[config.mk]
export PLATFORM = sky130hd
export DESIGN_NAME = ones_run_generator_flat
export DESIGN_NICKNAME = d
export VERILOG_FILES = /design/src/rtl/ones_run_generator_if.sv /design/src/rtl/ones_run_generator.sv /design/src/flat_wrapper.sv
export SDC_FILE = /design/constraint.sdc
export NUM_CORES = 1
export LEC_CHECK = 0
export ABC_AREA = 1
export CAP_MARGIN = 10
export CORE_MARGIN = 10
export CORE_UTILIZATION = 25
export CTS_CLUSTER_SIZE = 20
export DETAILED_ROUTE_END_ITERATION = 8
export GPL_TIMING_DRIVEN = 0
export PLACE_DENSITY = 0.42
export SLEW_MARGIN = 25
export SYNTH_ARGS = -nofsm -noshare
export SYNTH_HDL_FRONTEND = slang
export SYNTH_SLANG_ARGS = --single-unit
[constraint.sdc]
create_clock -name clk -period 2.08 [get_ports clk]
set_input_delay 0.416 -clock clk [delete_from_list [all_inputs] [get_ports clk]]
set_output_delay 0.416 -clock clk [all_outputs]
set_load 0.005 [all_outputs]
[src/rtl/ones_run_generator_if.sv]
// Run-request channel for ones_run_generator: valid/ready handshake carrying
// the ones count and trailing-gap length of one run.
interface ones_run_generator_if #(
    parameter int LEN_W = 4,
    parameter int GAP_W = 4
);
    // Handshake: a request transfers on a rising clk edge where req_valid && req_ready;
    // the payload is sampled only on that edge and the source may change it freely afterwards.
    logic             req_valid;
    logic             req_ready;
    logic [LEN_W-1:0] req_ones;
    logic [GAP_W-1:0] req_gap;

    modport master (output req_valid, output req_ones, output req_gap, input req_ready);
    modport slave  (input req_valid, input req_ones, input req_gap, output req_ready);
endinterface

[src/rtl/ones_run_generator.sv]
// Serial run generator: per accepted request emits req_ones 1s then req_gap 0s on c.
// Optional EXPECT_FLAG_EN adds expect_d, the expected overlapping detector output.
module ones_run_generator #(
    parameter int LEN_W = 4,
    parameter int GAP_W = 4,
    parameter int DET_N = 3
) (
    input  logic                 clk,
    input  logic                 reset,
    ones_run_generator_if.slave  req,
    output logic                 c,
    output logic                 busy,
    output logic                 done,
`ifdef EXPECT_FLAG_EN
    output logic                 expect_d,
`endif
    output logic [1:0]           dbg_state_o
);
    localparam int CNT_W = (LEN_W > GAP_W) ? LEN_W : GAP_W;

    typedef enum logic [1:0] {
        IDLE = 2'd0,
        ONES = 2'd1,
        GAP  = 2'd2
    } state_e;

    state_e             state_q, state_d;
    logic [CNT_W-1:0]   cnt_q, cnt_d;
    logic [GAP_W-1:0]   gap_q, gap_d;
    logic               c_q, busy_q, done_q, done_d;

    always_comb begin
        state_d = state_q;
        cnt_d   = cnt_q;
        gap_d   = gap_q;
        done_d  = 1'b0;
        case (state_q)
            IDLE: begin
                if (req.req_valid) begin
                    gap_d = req.req_gap;
                    if (req.req_ones != '0) begin
                        state_d = ONES;
                        cnt_d   = CNT_W'(req.req_ones) - CNT_W'(1);
                    end else if (req.req_gap != '0) begin
                        state_d = GAP;
                        cnt_d   = CNT_W'(req.req_gap) - CNT_W'(1);
                    end else begin
                        done_d = 1'b1;
                    end
                end
            end
            ONES: begin
                if (cnt_q == '0) begin
                    if (gap_q != '0) begin
                        state_d = GAP;
                        cnt_d   = CNT_W'(gap_q) - CNT_W'(1);
                    end else begin
                        state_d = IDLE;
                        done_d  = 1'b1;
                    end
                end else begin
                    cnt_d = cnt_q - CNT_W'(1);
                end
            end
            GAP: begin
                if (cnt_q == '0) begin
                    state_d = IDLE;
                    done_d  = 1'b1;
                end else begin
                    cnt_d = cnt_q - CNT_W'(1);
                end
            end
            default: begin
                state_d = IDLE;
                cnt_d   = '0;
            end
        endcase
    end

    // Outputs are registered from the next state so c follows the accept edge by one cycle.
    always_ff @(posedge clk) begin
        if (reset) begin
            state_q <= IDLE;
            cnt_q   <= '0;
            gap_q   <= '0;
            c_q     <= 1'b0;
            busy_q  <= 1'b0;
            done_q  <= 1'b0;
        end else begin
            state_q <= state_d;
            cnt_q   <= cnt_d;
            gap_q   <= gap_d;
            c_q     <= (state_d == ONES);
            busy_q  <= (state_d != IDLE);
            done_q  <= done_d;
        end
    end

`ifdef EXPECT_FLAG_EN
    localparam logic [LEN_W:0] DET_K = (LEN_W+1)'(DET_N);

    logic [LEN_W:0] run_k_q, run_k_d;
    logic           expect_q;

    // run_k is the 1-based index of the bit about to appear on c within its run.
    always_comb begin
        run_k_d = '0;
        if (state_d == ONES) begin
            run_k_d = run_k_q + (LEN_W+1)'(1);
        end
    end

    always_ff @(posedge clk) begin
        if (reset) begin
            run_k_q  <= '0;
            expect_q <= 1'b0;
        end else begin
            run_k_q  <= run_k_d;
            expect_q <= (state_d == ONES) && (run_k_d >= DET_K);
        end
    end

    assign expect_d = expect_q;
`endif

    assign req.req_ready = (state_q == IDLE);
    assign c             = c_q;
    assign busy          = busy_q;
    assign done          = done_q;
    assign dbg_state_o   = state_q;
endmodule

[src/flat_wrapper.sv]
// flat-port wrapper written by rule: the top's interface ports become plain ports
module ones_run_generator_flat 
#(
    parameter int LEN_W = 4,
    parameter int GAP_W = 4,
    parameter int DET_N = 3
)
  (clk, reset, c, busy, done, dbg_state_o, req_req_valid, req_req_ones, req_req_gap, req_req_ready);
  ones_run_generator_if #(.LEN_W(LEN_W), .GAP_W(GAP_W)) req_i ();
  input  logic clk;
  input  logic reset;
  output logic c;
  output logic busy;
  output logic done;
  output logic [1:0] dbg_state_o;
  input wire logic [$bits(req_i.req_valid)-1:0] req_req_valid;
  input wire logic [$bits(req_i.req_ones)-1:0] req_req_ones;
  input wire logic [$bits(req_i.req_gap)-1:0] req_req_gap;
  output wire logic [$bits(req_i.req_ready)-1:0] req_req_ready;
  assign req_i.req_valid = req_req_valid;
  assign req_i.req_ones = req_req_ones;
  assign req_i.req_gap = req_req_gap;
  assign req_req_ready = req_i.req_ready;
  ones_run_generator #(.LEN_W(LEN_W), .GAP_W(GAP_W), .DET_N(DET_N)) u_core (.clk(clk), .reset(reset), .req(req_i), .c(c), .busy(busy), .done(done), .dbg_state_o(dbg_state_o));
endmodule
After elaboration in Yosys (flattened, before gate mapping)
Cells that the tools add are included.
- output and inout port bits: 6
- input port bits: 11
- logic and storage cells: 46
- bits in registers: 13
- add/subtract/negate cells: 4
- equal/unequal tests: 7
- multiplexer cells: 21
- reduce and logical (&&, ||, !) cells: 8
- operators with widths (kind ; number):
    $mux W4 ; 6
    $sub A4 B1 Y4 const B ; 4
    $mux W2 ; 6
    $pmux W4 S3 ; 1
    $reduce_bool A4 Y1 ; 3
    $mux W1 ; 6
    $pmux W2 S3 ; 1
    $eq A2 B1 Y1 const B ; 2
    $logic_not A4 Y1 ; 1
    $ne A2 B2 Y1 const B ; 2
    $reduce_and A4 Y1 ; 1
    $ne A3 B1 Y1 const B ; 1
    $ne A3 B3 Y1 const B ; 1
    $pmux W1 S3 ; 1
    $eq A2 B2 Y1 const B ; 1
    $logic_not A2 Y1 ; 1
    $reduce_and A2 Y1 ; 1
    $reduce_bool A2 Y1 ; 1

Depth between registers and ports, before layout
Gate-level depths: netlist of the first run.
- depth in word-level cells: 6
- mapped depth: 11
- mapped depth without buffers: 11

Least setup slack after synthesis of the first run
No wires, ideal clock.
- kind: input to register
- start point: in req_req_ones[1]
- end point: reg u_core.cnt_q[1]
- setup time: 66 ps
- path slack: 655 ps
- stages on the path: 8
- buffers on the path: 0
- data arrival time: 1359 ps
- data required time: 2014 ps
- cells stage by stage: nor2_2 nand2_1 nand2_1 inv_1 ha_1 o22ai_1 o21ai_2 a21oi_2
- longest elaborated chain between the ends: 4
- elaborated cells on any way between the ends: 7
- those cells by class: add/sub: 1; eq/ne: 1; mux: 3; reduce/logical: 2
- RTL lines (item ; RTL line ; RTL):
    start, declared ; flat_wrapper.sv:17 ; input wire logic [$bits(req_i.req_ones)-1:0] req_req_ones;
    $sub A4 B1 Y4 / $reduce_bool A4 Y1 (equally long branches) ; ones_run_generator.sv:43, ones_run_generator.sv:41 ;
    $mux W4 ; ones_run_generator.sv:41 ; if (req.req_ones != '0) begin
    $mux W4 ; ones_run_generator.sv:39 ; if (req.req_valid) begin
    $pmux W4 S3 ; ones_run_generator.sv:37 ; case (state_q)
    end signal, assigned ; ones_run_generator.sv:91 ; cnt_q <= cnt_d;
    end, declared ; ones_run_generator.sv:28 ; logic [CNT_W-1:0] cnt_q, cnt_d;
Several ways; a longest one is shown, not always the timed one. The select of a mux whose other input is x is not followed.
A chain may end at the register's enable or synchronous reset.

Worst setup path in the final report of the first run
- start point: in req_req_ones[0]
- end point: reg u_core.cnt_q[1]
Same word-level chain as after synthesis.

==> results.py, run 1 <==
metrics = {
    "clocking": {
        "htreeDepth": 1,
        "numCtsBuffers": 3,
        "cts_tree": "built",
        "cts_sinks": 13,
        "clock_path_buffers": 2,
        "worstSkewPairLatency_ps": 250,
        "cts.clk_slew.worst_paths_ps": 60,
        "cts_setup_buffers": 0,
        "cts-resized-gates": 0,
        "cts_root_buf": "clkbuf_8",
        "postCtsHoldBufs": 0,
    },
    "place": {
        "numPortBuffers": 15,
        "gp_congestion": 0.774,
        "dp_hpwl_mm": 1.90,
    },
    "critical_path": {
        "start_kind": "primary input",
        "cp.required_ps": 2270,
        "arrival_ps": 1940,
        "worstPathMaxFanout": 3,
        "critPathKind": "primary input to register",
        "end_kind": "register",
    },
    "sta": {
        "setup_viol": 0,
        "final_max_slew_viol_count": 0,
        "post-route-period-util": 0.841,
        "fin_crit_ps": 1750,
        "rsz0062_at_grt": "false",
        "final_hold_viol_count": 0,
        "relSlewSlack": 0.824,
        "worst_clock_skew_ps": 1.11,
        "fin_tns_setup_ps": 0,
        "tightestPinTransition_ps": 263,
        "fmax_mhz": 572,
    },
    "logic_synthesis": {
        "async_reset_ff_frac": 0,
        "synth.distinct_cells": 27,
        "netlist_area_sq_um": 945,
        "syn_inst": 140,
        "syn_nets": 156,
        "synth.top_cell.area_share": 0.275,
        "synth_warnings": 0,
        "ys.flop_type": "dfxtp_1",
        "synth_edf_count": 0,
        "seq_area_frac_synth": 0.275,
        "yosys-top-cells-area": "dfxtp_1, nand2_1, inv_1",
        "ys_ff_latch": 13,
        "syn_area_per_cell_sq_um": 6.75,
        "yosys.area.top_type": "dfxtp_1",
    },
    "detailed_routing": {
        "wl_met2_mm": 1.03,
        "drtPass1Iterations": 5,
        "met1_length_mm": 1.03,
        "via_count": 889,
        "route.detailed.drc": 0,
        "wl_per_cell_um": 11.0,
        "first_iter_violations": 50,
        "dr_wl_met3_um": 134,
        "ant_nets": 0,
        "routed_wl_mm": 2.28,
        "viasPerCell": 4.29,
        "topRoutingLayerUsed": "met4",
    },
    "power": {
        "power_frac_clock": 0.228,
        "switching_share": 0.390,
        "p_int_w": 0.000618,
        "p_comb_frac": 0.449,
        "switching_power_w": 0.000395,
        "power_frac_seq": 0.323,
        "power_density_nw_per_um2": 844,
        "leakage_nw": 0.581,
        "ir_drop_mv": 0.180,
    },
    "final_layout": {
        "final_common_cell": "nand2_1",
        "layout_common_cells": "nand2_1, inv_1, clkdlybuf4s50_1",
        "fin_util": 0.328,
        "nFillCells": 392,
        "syn2layout_area_growth_pct": 27.0,
        "area.sequential_sq_um": 260,
        "final_nets": 176,
        "n_antenna_cell": 0,
        "multi_input_comb_area_sq_um": 557,
        "drive_gt1_frac": 0.170,
    },
    "floorplan": {
        "die_h_um": 81.5,
        "placementRows": 22,
        "io_pins": 17,
        "fp.dieW_um": 81.5,
        "coreArea_sq_um": 3660,
        "die_area_sq_um": 6640,
        "initial_core_util": 0.258,
    },
    "grt": {
        "antenna_found_initial": 0,
        "grt_max_degree": 10,
        "grt_usage": 0.0732,
        "grt_pass1_wl_mm": 3.68,
        "grt_pass1_vias": 863,
        "gr-total-overflow": 0,
    },
    "status": {
        "status": "complete, no violations",
    },
    "worst_hold_path": {
        "hold_class": "primary input to register",
    },
    "flow_run": {
        "maxCapViolCount": 0,
    },
}
## sequential cells by signal (all words and copies together), names as in the netlist
signal and count:
u_core.busy 1, u_core.c 1, u_core.cnt_q 4, u_core.dbg_state_o 2, u_core.done 1, u_core.gap_q 4
## worst max-delay path, stage by stage
cell	delay [ps]
clkdlybuf4s50_1	440
nor2_1	180
nand3_1	100
nand2_1	80
inv_2	50
ha_1	270
o22ai_1	220
o21ai_2	90
a21oi_2	100
## metal layers
layer  vias up  track usage
li1        484            -
met1       385       0.0798
met2        16        0.121
met3         4       0.0131
met4         0       0.0623
met5         -            0
## power by group through the flow
stage               registers [W]  logic (W)  clock network [W]
floorplan                0.000328   0.000333                  0
global placement         0.000333   0.000455                  0
detailed placement       0.000332   0.000460                  0
CTS                      0.000327   0.000461           0.000242
global route             0.000333   0.000512           0.000249
finish                   0.000327   0.000454           0.000231
## cells by family after synthesis
group,after synthesis,share of synthesized area
adders and majority gates,5,0.0662
buffers and inverters,31,0.135
DFF,13,0.275
and+or+nand+nor,65,0.326
AOI/OAI and AO/OA,24,0.179
xor gates and xnor gates,2,0.0185
## synth_stat cells, types with 3 or more instances
cell type and n:
nand2_1 31, inv_1 22, dfxtp_1 13, nor2_1 13
nand3_1 11, a21oi_1 6, inv_2 6, a21oi_2 5
ha_1 5, o21ai_0 5, nor2_2 3
## worst paths after layout
kind / start / endpoint / slack [ps] / cells past startpoint
max: req_req_ones[0] / u_core.cnt_q[1] / 330 / 9
min: reset / u_core.cnt_q[2] / 410 / 2
max reg2reg: u_core.cnt_q[0] / u_core.cnt_q[3] / 570 / 10
min reg2reg: u_core.cnt_q[3] / u_core.cnt_q[3] / 500 / 2
## layout make-up
class                      instances  area share
tap                               48      0.0501
inverter                          30       0.100
buffer                             1     0.00626
clock buffer                       4      0.0375
multi-input combinational         96       0.464
sequential                        13       0.217
timing repair buffer              15       0.125
## stage by stage
| step | total power [W] | hold slack (ps) | cells | setup WS (ps) | instance area (sq um) |
|---|---|---|---|---|---|
| finish | 0.00101 | 407 | 207 | 331 | 1200 |
| detailed placement | 0.000792 | 485 | 203 | 68.8 | 1150 |
| global route | 0.00109 | 420 | 207 | 116 | 1200 |
| global placement | 0.000788 | 484 | 203 | 69.2 | 1150 |
| CTS | 0.00103 | 407 | 207 | 311 | 1200 |
| floorplan | 0.000662 | 469 | 140 | 655 | 945 |
(Power assumes the default switching activity.)
==> inputs of run 2 (changes only) <==
- PLACE_DENSITY: 0.42 -> 0.44
- clock period: 2.08 -> 1.5 ns (I/O delays scaled with it)
==> run 2 against run 1 <==
Cell count up 1.4%. Cell area up 6.4%. Clock-buffer cell count unchanged. Hold slack lost 120 ps. First-iteration DRC count fell by 8.0%. Clock skew about the same. Sequential power grew 40%. Combinational power increased by 48%. Critical path type is now register to output pin. Critical endpoint is now dbg_state_o[0]. Largest cell class unchanged. Highest routed layer unchanged.
==> results.py, run 2 (synthesized netlist as in run 1, its figures left out) <==
metrics = {
    "final_layout": {
        "drive_gt1_frac": 0.272,
        "final_area_sq_um": 1280,
        "layout_common_cells": "nand2_1, inv_1, nand3_1",
        "nFillCells": 397,
        "final_nets": 179,
        "final_common_cell": "nand2_1",
        "area.sequential_sq_um": 264,
        "multi_input_comb_area_sq_um": 607,
        "syn2layout_area_growth_pct": 35.1,
        "n_antenna_cell": 0,
    },
    "place": {
        "gp_congestion": 0.777,
        "dp_hpwl_mm": 1.85,
        "place_area_sq_um": 1150,
        "dp_slack_ps": -410,
        "numPortBuffers": 15,
    },
    "floorplan": {
        "initial_core_util": 0.258,
        "die_area_sq_um": 6640,
        "io_pins": 17,
        "die_h_um": 81.5,
        "fp.dieW_um": 81.5,
        "placementRows": 22,
        "coreArea_sq_um": 3660,
    },
    "clocking": {
        "cts_root_buf": "clkbuf_8",
        "htreeDepth": 1,
        "cts_sinks": 13,
        "cts.clk_slew.worst_paths_ps": 50,
        "numCtsBuffers": 3,
        "postCtsHoldBufs": 0,
        "cts_tree": "built",
        "clock_path_buffers": 2,
        "worstSkewPairLatency_ps": 250,
    },
    "critical_path": {
        "arrival_ps": 1150,
        "worstPathMaxFanout": 4,
        "critical_path_buf_inv_count": 1,
        "reg2reg_slack_ps": 110,
        "worst_r2r_endpoint": "u_core.cnt_q[0]",
        "end_kind": "output pin",
        "crit_family": "buffers and inverters",
        "cp_slowest_cell": "clkdlybuf4s50_1",
        "cp_cell_sequence": "clkdlybuf4s50_1",
        "rr_worst_depth": 9,
        "slowest_delay_ps": 520,
        "reg2reg_from": "u_core.cnt_q[1]",
        "critPathKind": "register to output pin",
        "cp.required_ps": 1200,
        "start_kind": "register",
    },
    "sta": {
        "setup_viol": 0,
        "fin_crit_ps": 1450,
        "worst_clock_skew_ps": 0.717,
        "holdWs_ps": 288,
        "final_max_slew_viol_count": 0,
        "timing.final.ws_setup_ps": 52.9,
        "post-route-period-util": 0.965,
        "fmax_mhz": 691,
        "rsz0062_at_grt": "false",
        "relSlewSlack": 0.819,
        "tightestPinTransition_ps": 271,
        "final_hold_viol_count": 0,
    },
    "power": {
        "power_frac_clock": 0.219,
        "switching_share": 0.391,
        "leakage_nw": 0.623,
        "fin_total_pwr_w": 0.00145,
        "ir_drop_mv": 0.303,
        "p_int_w": 0.000883,
        "power_density_nw_per_um2": 1140,
        "p_comb_frac": 0.465,
        "power_frac_seq": 0.317,
        "switching_power_w": 0.000567,
    },
    "grt": {
        "grt_usage": 0.0721,
        "gr-total-overflow": 0,
        "grt_pass1_vias": 892,
        "grt_max_degree": 10,
        "antenna_found_initial": 0,
        "grt_pass1_wl_mm": 3.75,
    },
    "worst_hold_path": {
        "min_path_cells": 2,
        "hold_class": "primary input to register",
        "holdPathEnd": "u_core.cnt_q[0]",
        "min_from": "reset",
    },
    "detailed_routing": {
        "via_count": 908,
        "drtPass1Iterations": 6,
        "route.detailed.drc": 0,
        "viasPerCell": 4.32,
        "wl_per_cell_um": 10.7,
        "ant_nets": 0,
        "first_iter_violations": 46,
        "routed_wl_mm": 2.24,
    },
    "status": {
        "status": "complete, no violations",
    },
    "flow_run": {
        "maxCapViolCount": 0,
    },
}
-- run 2: cell count changes in the layout (fill, tap and decap cells not counted), moves of 3 or more --
cell	change
dfxtp_1	-3
dlygate4sd2_1	+4
dfxtp_2	+3
clkdlybuf4s50_1	-6
buf_4	+3
nor2_1	-3
-- run 2: worst max path at each step --
| stage | from | endpoint | slack [ps] | depth (start not counted) |
|---|---|---|---|---|
| after global placement | req_req_ones[0] | u_core.cnt_q[1] | -390 | 9 |
| after floorplan | u_core.cnt_q[0] | u_core.cnt_q[0] | 180 | 9 |
| after detailed placement | req_req_ones[1] | u_core.cnt_q[1] | -410 | 9 |
| final | u_core.dbg_state_o[0] | dbg_state_o[0] | 50 | 1 |
| after CTS | req_req_ones[1] | u_core.cnt_q[2] | 2 | 11 |
| after global routing | req_req_gap[1] | u_core.cnt_q[2] | 1 | 10 |
-- run 2: repair_timing --
action / CTS / global route
setup endpoints to repair: 5 / 4
cloned: 0 / 0
gates resized for setup: 13 / 10
pin swaps: 8 / 3
buffers inserted: 3 / 0
-- run 2: layer usage --
layer,vias to the layer above,track usage,wire length (um)
li1,485,-,-
met3,5,0.0186,160
met1,399,0.0779,1030
met4,0,0.0467,63
met2,19,0.122,983
met5,-,0,0
-- run 2: final cells by class --
class,count,share of cell area
timing repair buffer,18,0.135
multi-input combinational,96,0.475
inverter,30,0.0941
buffer,1,0.00588
clock buffer,4,0.0353
tap,48,0.0471
sequential,13,0.207
-- run 2: power by group through the flow --
stage	clock network [W]	registers, W	logic [W]
after floorplan	0	0.000455	0.000462
after global placement	0	0.000461	0.000631
after detailed placement	0	0.000462	0.000633
after CTS	0.000336	0.000457	0.000659
after global routing	0.000347	0.000468	0.000755
final	0.000317	0.000459	0.000674
-- run 2: worst register-to-register path: stages, from the launching register on --
cell	delay, ps
dfxtp_1	350
inv_1	70
ha_2	180
nand3_4	120
inv_4	70
a22oi_4	190
nand2_4	100
clkinv_4	70
nand2_1	60
a21oi_2	110
-- run 2: per-stage QoR --
stage	TNS, ps	std cells	utilization
2_1_floorplan	0	140	-
3_3_place_gp	-1190	203	0.315
3_5_place_dp	-1250	203	0.315
4_1_cts	0	210	0.342
5_1_grt	0	210	0.349
6_report	0	210	0.349
==> inputs of run 3 (changes only) <==
- PLACE_DENSITY: 0.44 -> default
- PLACE_DENSITY_LB_ADDON: default -> 0.1
==> run 3 against run 2 <==
Cell area increased by 2.2%. Utilization increased by 0.75 points. Wire length increased by 4.6%. Hold slack improved by 0.82 ps. Combinational power increased by 8.0%. Critical path depth unchanged. Cell count increased by 0.95%. Die area unchanged.
==> results.py, run 3 (synthesized netlist as in run 1, its figures left out) <==
metrics = {
    "clocking": {
        "cts_root_buf": "clkbuf_8",
        "cts_tree": "built",
        "postCtsHoldBufs": 0,
        "cts.clk_slew.worst_paths_ps": 50,
        "clock_path_buffers": 2,
        "worstSkewPairLatency_ps": 240,
        "htreeDepth": 1,
        "cts_sinks": 13,
        "numCtsBuffers": 3,
    },
    "final_layout": {
        "syn2layout_area_growth_pct": 38.0,
        "final_nets": 181,
        "layout_common_cells": "nand2_1, inv_1, nor2_1, nand3_1, dfxtp_1",
        "final_common_cell": "nand2_1",
        "nFillCells": 394,
        "instances_no_fill": 212,
        "n_antenna_cell": 0,
        "drive_gt1_frac": 0.299,
    },
    "critical_path": {
        "critPathKind": "register to output pin",
        "reg2reg_from": "u_core.cnt_q[1]",
        "cp_slowest_cell": "clkdlybuf4s50_1",
        "cp.required_ps": 1200,
        "start_kind": "register",
        "worstPathMaxFanout": 4,
        "reg2reg_slack_ps": 110,
        "critical_path_buf_inv_count": 1,
        "arrival_ps": 1140,
        "end_kind": "output pin",
        "slowest_delay_ps": 520,
        "startpoint": "u_core.dbg_state_o[0]",
        "rr_worst_depth": 9,
        "worst_r2r_endpoint": "u_core.cnt_q[0]",
        "cp_cell_sequence": "clkdlybuf4s50_1",
        "crit_family": "buffers and inverters",
    },
    "sta": {
        "worst_clock_skew_ps": 1.66,
        "fin_tns_setup_ps": 0,
        "fin_crit_ps": 1440,
        "setup_viol": 0,
        "final_max_slew_viol_count": 0,
        "fmax_mhz": 694,
        "tightestPinTransition_ps": 261,
        "relSlewSlack": 0.826,
        "post-route-period-util": 0.961,
        "final_hold_viol_count": 0,
    },
    "detailed_routing": {
        "routed_wl_mm": 2.34,
        "route.detailed.drc": 0,
        "ant_nets": 0,
        "drtPass1Iterations": 4,
        "viasPerCell": 4.29,
        "wl_per_cell_um": 11.0,
        "via_count": 909,
        "first_iter_violations": 59,
    },
    "power": {
        "power_density_nw_per_um2": 1150,
        "ir_drop_mv": 0.506,
        "fin_total_pwr_w": 0.00150,
        "leakage_nw": 0.630,
    },
    "flow_run": {
        "maxCapViolCount": 0,
    },
    "floorplan": {
        "placementRows": 22,
        "initial_core_util": 0.258,
        "io_pins": 17,
        "fp.dieW_um": 81.5,
        "coreArea_sq_um": 3660,
        "die_area_sq_um": 6640,
        "die_h_um": 81.5,
    },
    "grt": {
        "grt_usage": 0.0776,
        "grt_pass1_vias": 893,
        "gr-total-overflow": 0,
        "grt_max_degree": 10,
        "antenna_found_initial": 0,
        "grt_pass1_wl_mm": 4.09,
    },
    "place": {
        "gp_congestion": 0.741,
        "numPortBuffers": 15,
        "dp_hpwl_mm": 1.90,
        "dp_cells": 203,
    },
    "worst_hold_path": {
        "hold_class": "primary input to register",
        "min_path_cells": 2,
        "min_from": "reset",
        "holdPathEnd": "u_core.cnt_q[0]",
    },
    "status": {
        "status": "complete, no violations",
    },
}
-- run 3: cell count changes in the layout (fill, tap and decap cells not counted), sizes merged --
cell           before  now
buf                 4    6
clkdlybuf4s50       9    8
dlygate4sd2         4    6
dlymetal6s2s        2    1
-- run 3: how the worst max path moves through the flow --
| stage | end | slack (ps) | cells after the start |
|---|---|---|---|
| after global placement | u_core.cnt_q[1] | -390 | 9 |
| final | dbg_state_o[0] | 60 | 1 |
| after CTS | u_core.cnt_q[0] | 30 | 9 |
| after global routing | u_core.cnt_q[2] | -20 | 12 |
| after floorplan | u_core.cnt_q[0] | 180 | 9 |
| after detailed placement | u_core.cnt_q[1] | -400 | 9 |
-- run 3: power breakdown --
part	switching (W)	leakage [nW]	total, W	internal (W)
logic	0.000418	0.498	0.000728	0.000310
registers	0.0000495	0.109	0.000459	0.000410
clock network	0.000129	0.0228	0.000316	0.000188
-- run 3: metal layers --
layer | track usage | routed length (um) | vias to the layer above
met1 | 0.0873 | 1010 | 406
met2 | 0.138 | 1250 | 9
met3 | 0.0262 | 78 | 2
met5 | 0 | 0 | -
met4 | 0.0173 | 8 | 0
li1 | - | - | 492
-- run 3: per-stage QoR --
step	hold WS, ps	instance area (sq um)	setup WS [ps]	util
2_1_floorplan	442	945	179	-
3_3_place_gp	487	1150	-394	0.315
3_5_place_dp	484	1150	-404	0.315
4_1_cts	287	1230	26.8	0.337
5_1_grt	297	1300	-23.7	0.356
6_report	289	1300	58.3	0.356
-- run 3: timing repair --
| action | in CTS | in global routing |
|---|---|---|
| endpoints found under the setup margin | 6 | 4 |
| pin swaps | 4 | 4 |
| setup buffers | 3 | 2 |
| gates resized for setup | 12 | 17 |
-- run 3: layout make-up --
type                       instances  area (sq um)  share of cell area
buffer                             1          7.51             0.00576
clock buffer                       4          45.0              0.0345
inverter                          30           123              0.0941
multi-input combinational         96           621               0.476
sequential                        13           265               0.203
tap                               48          60.1              0.0461
timing repair buffer              20           183               0.140
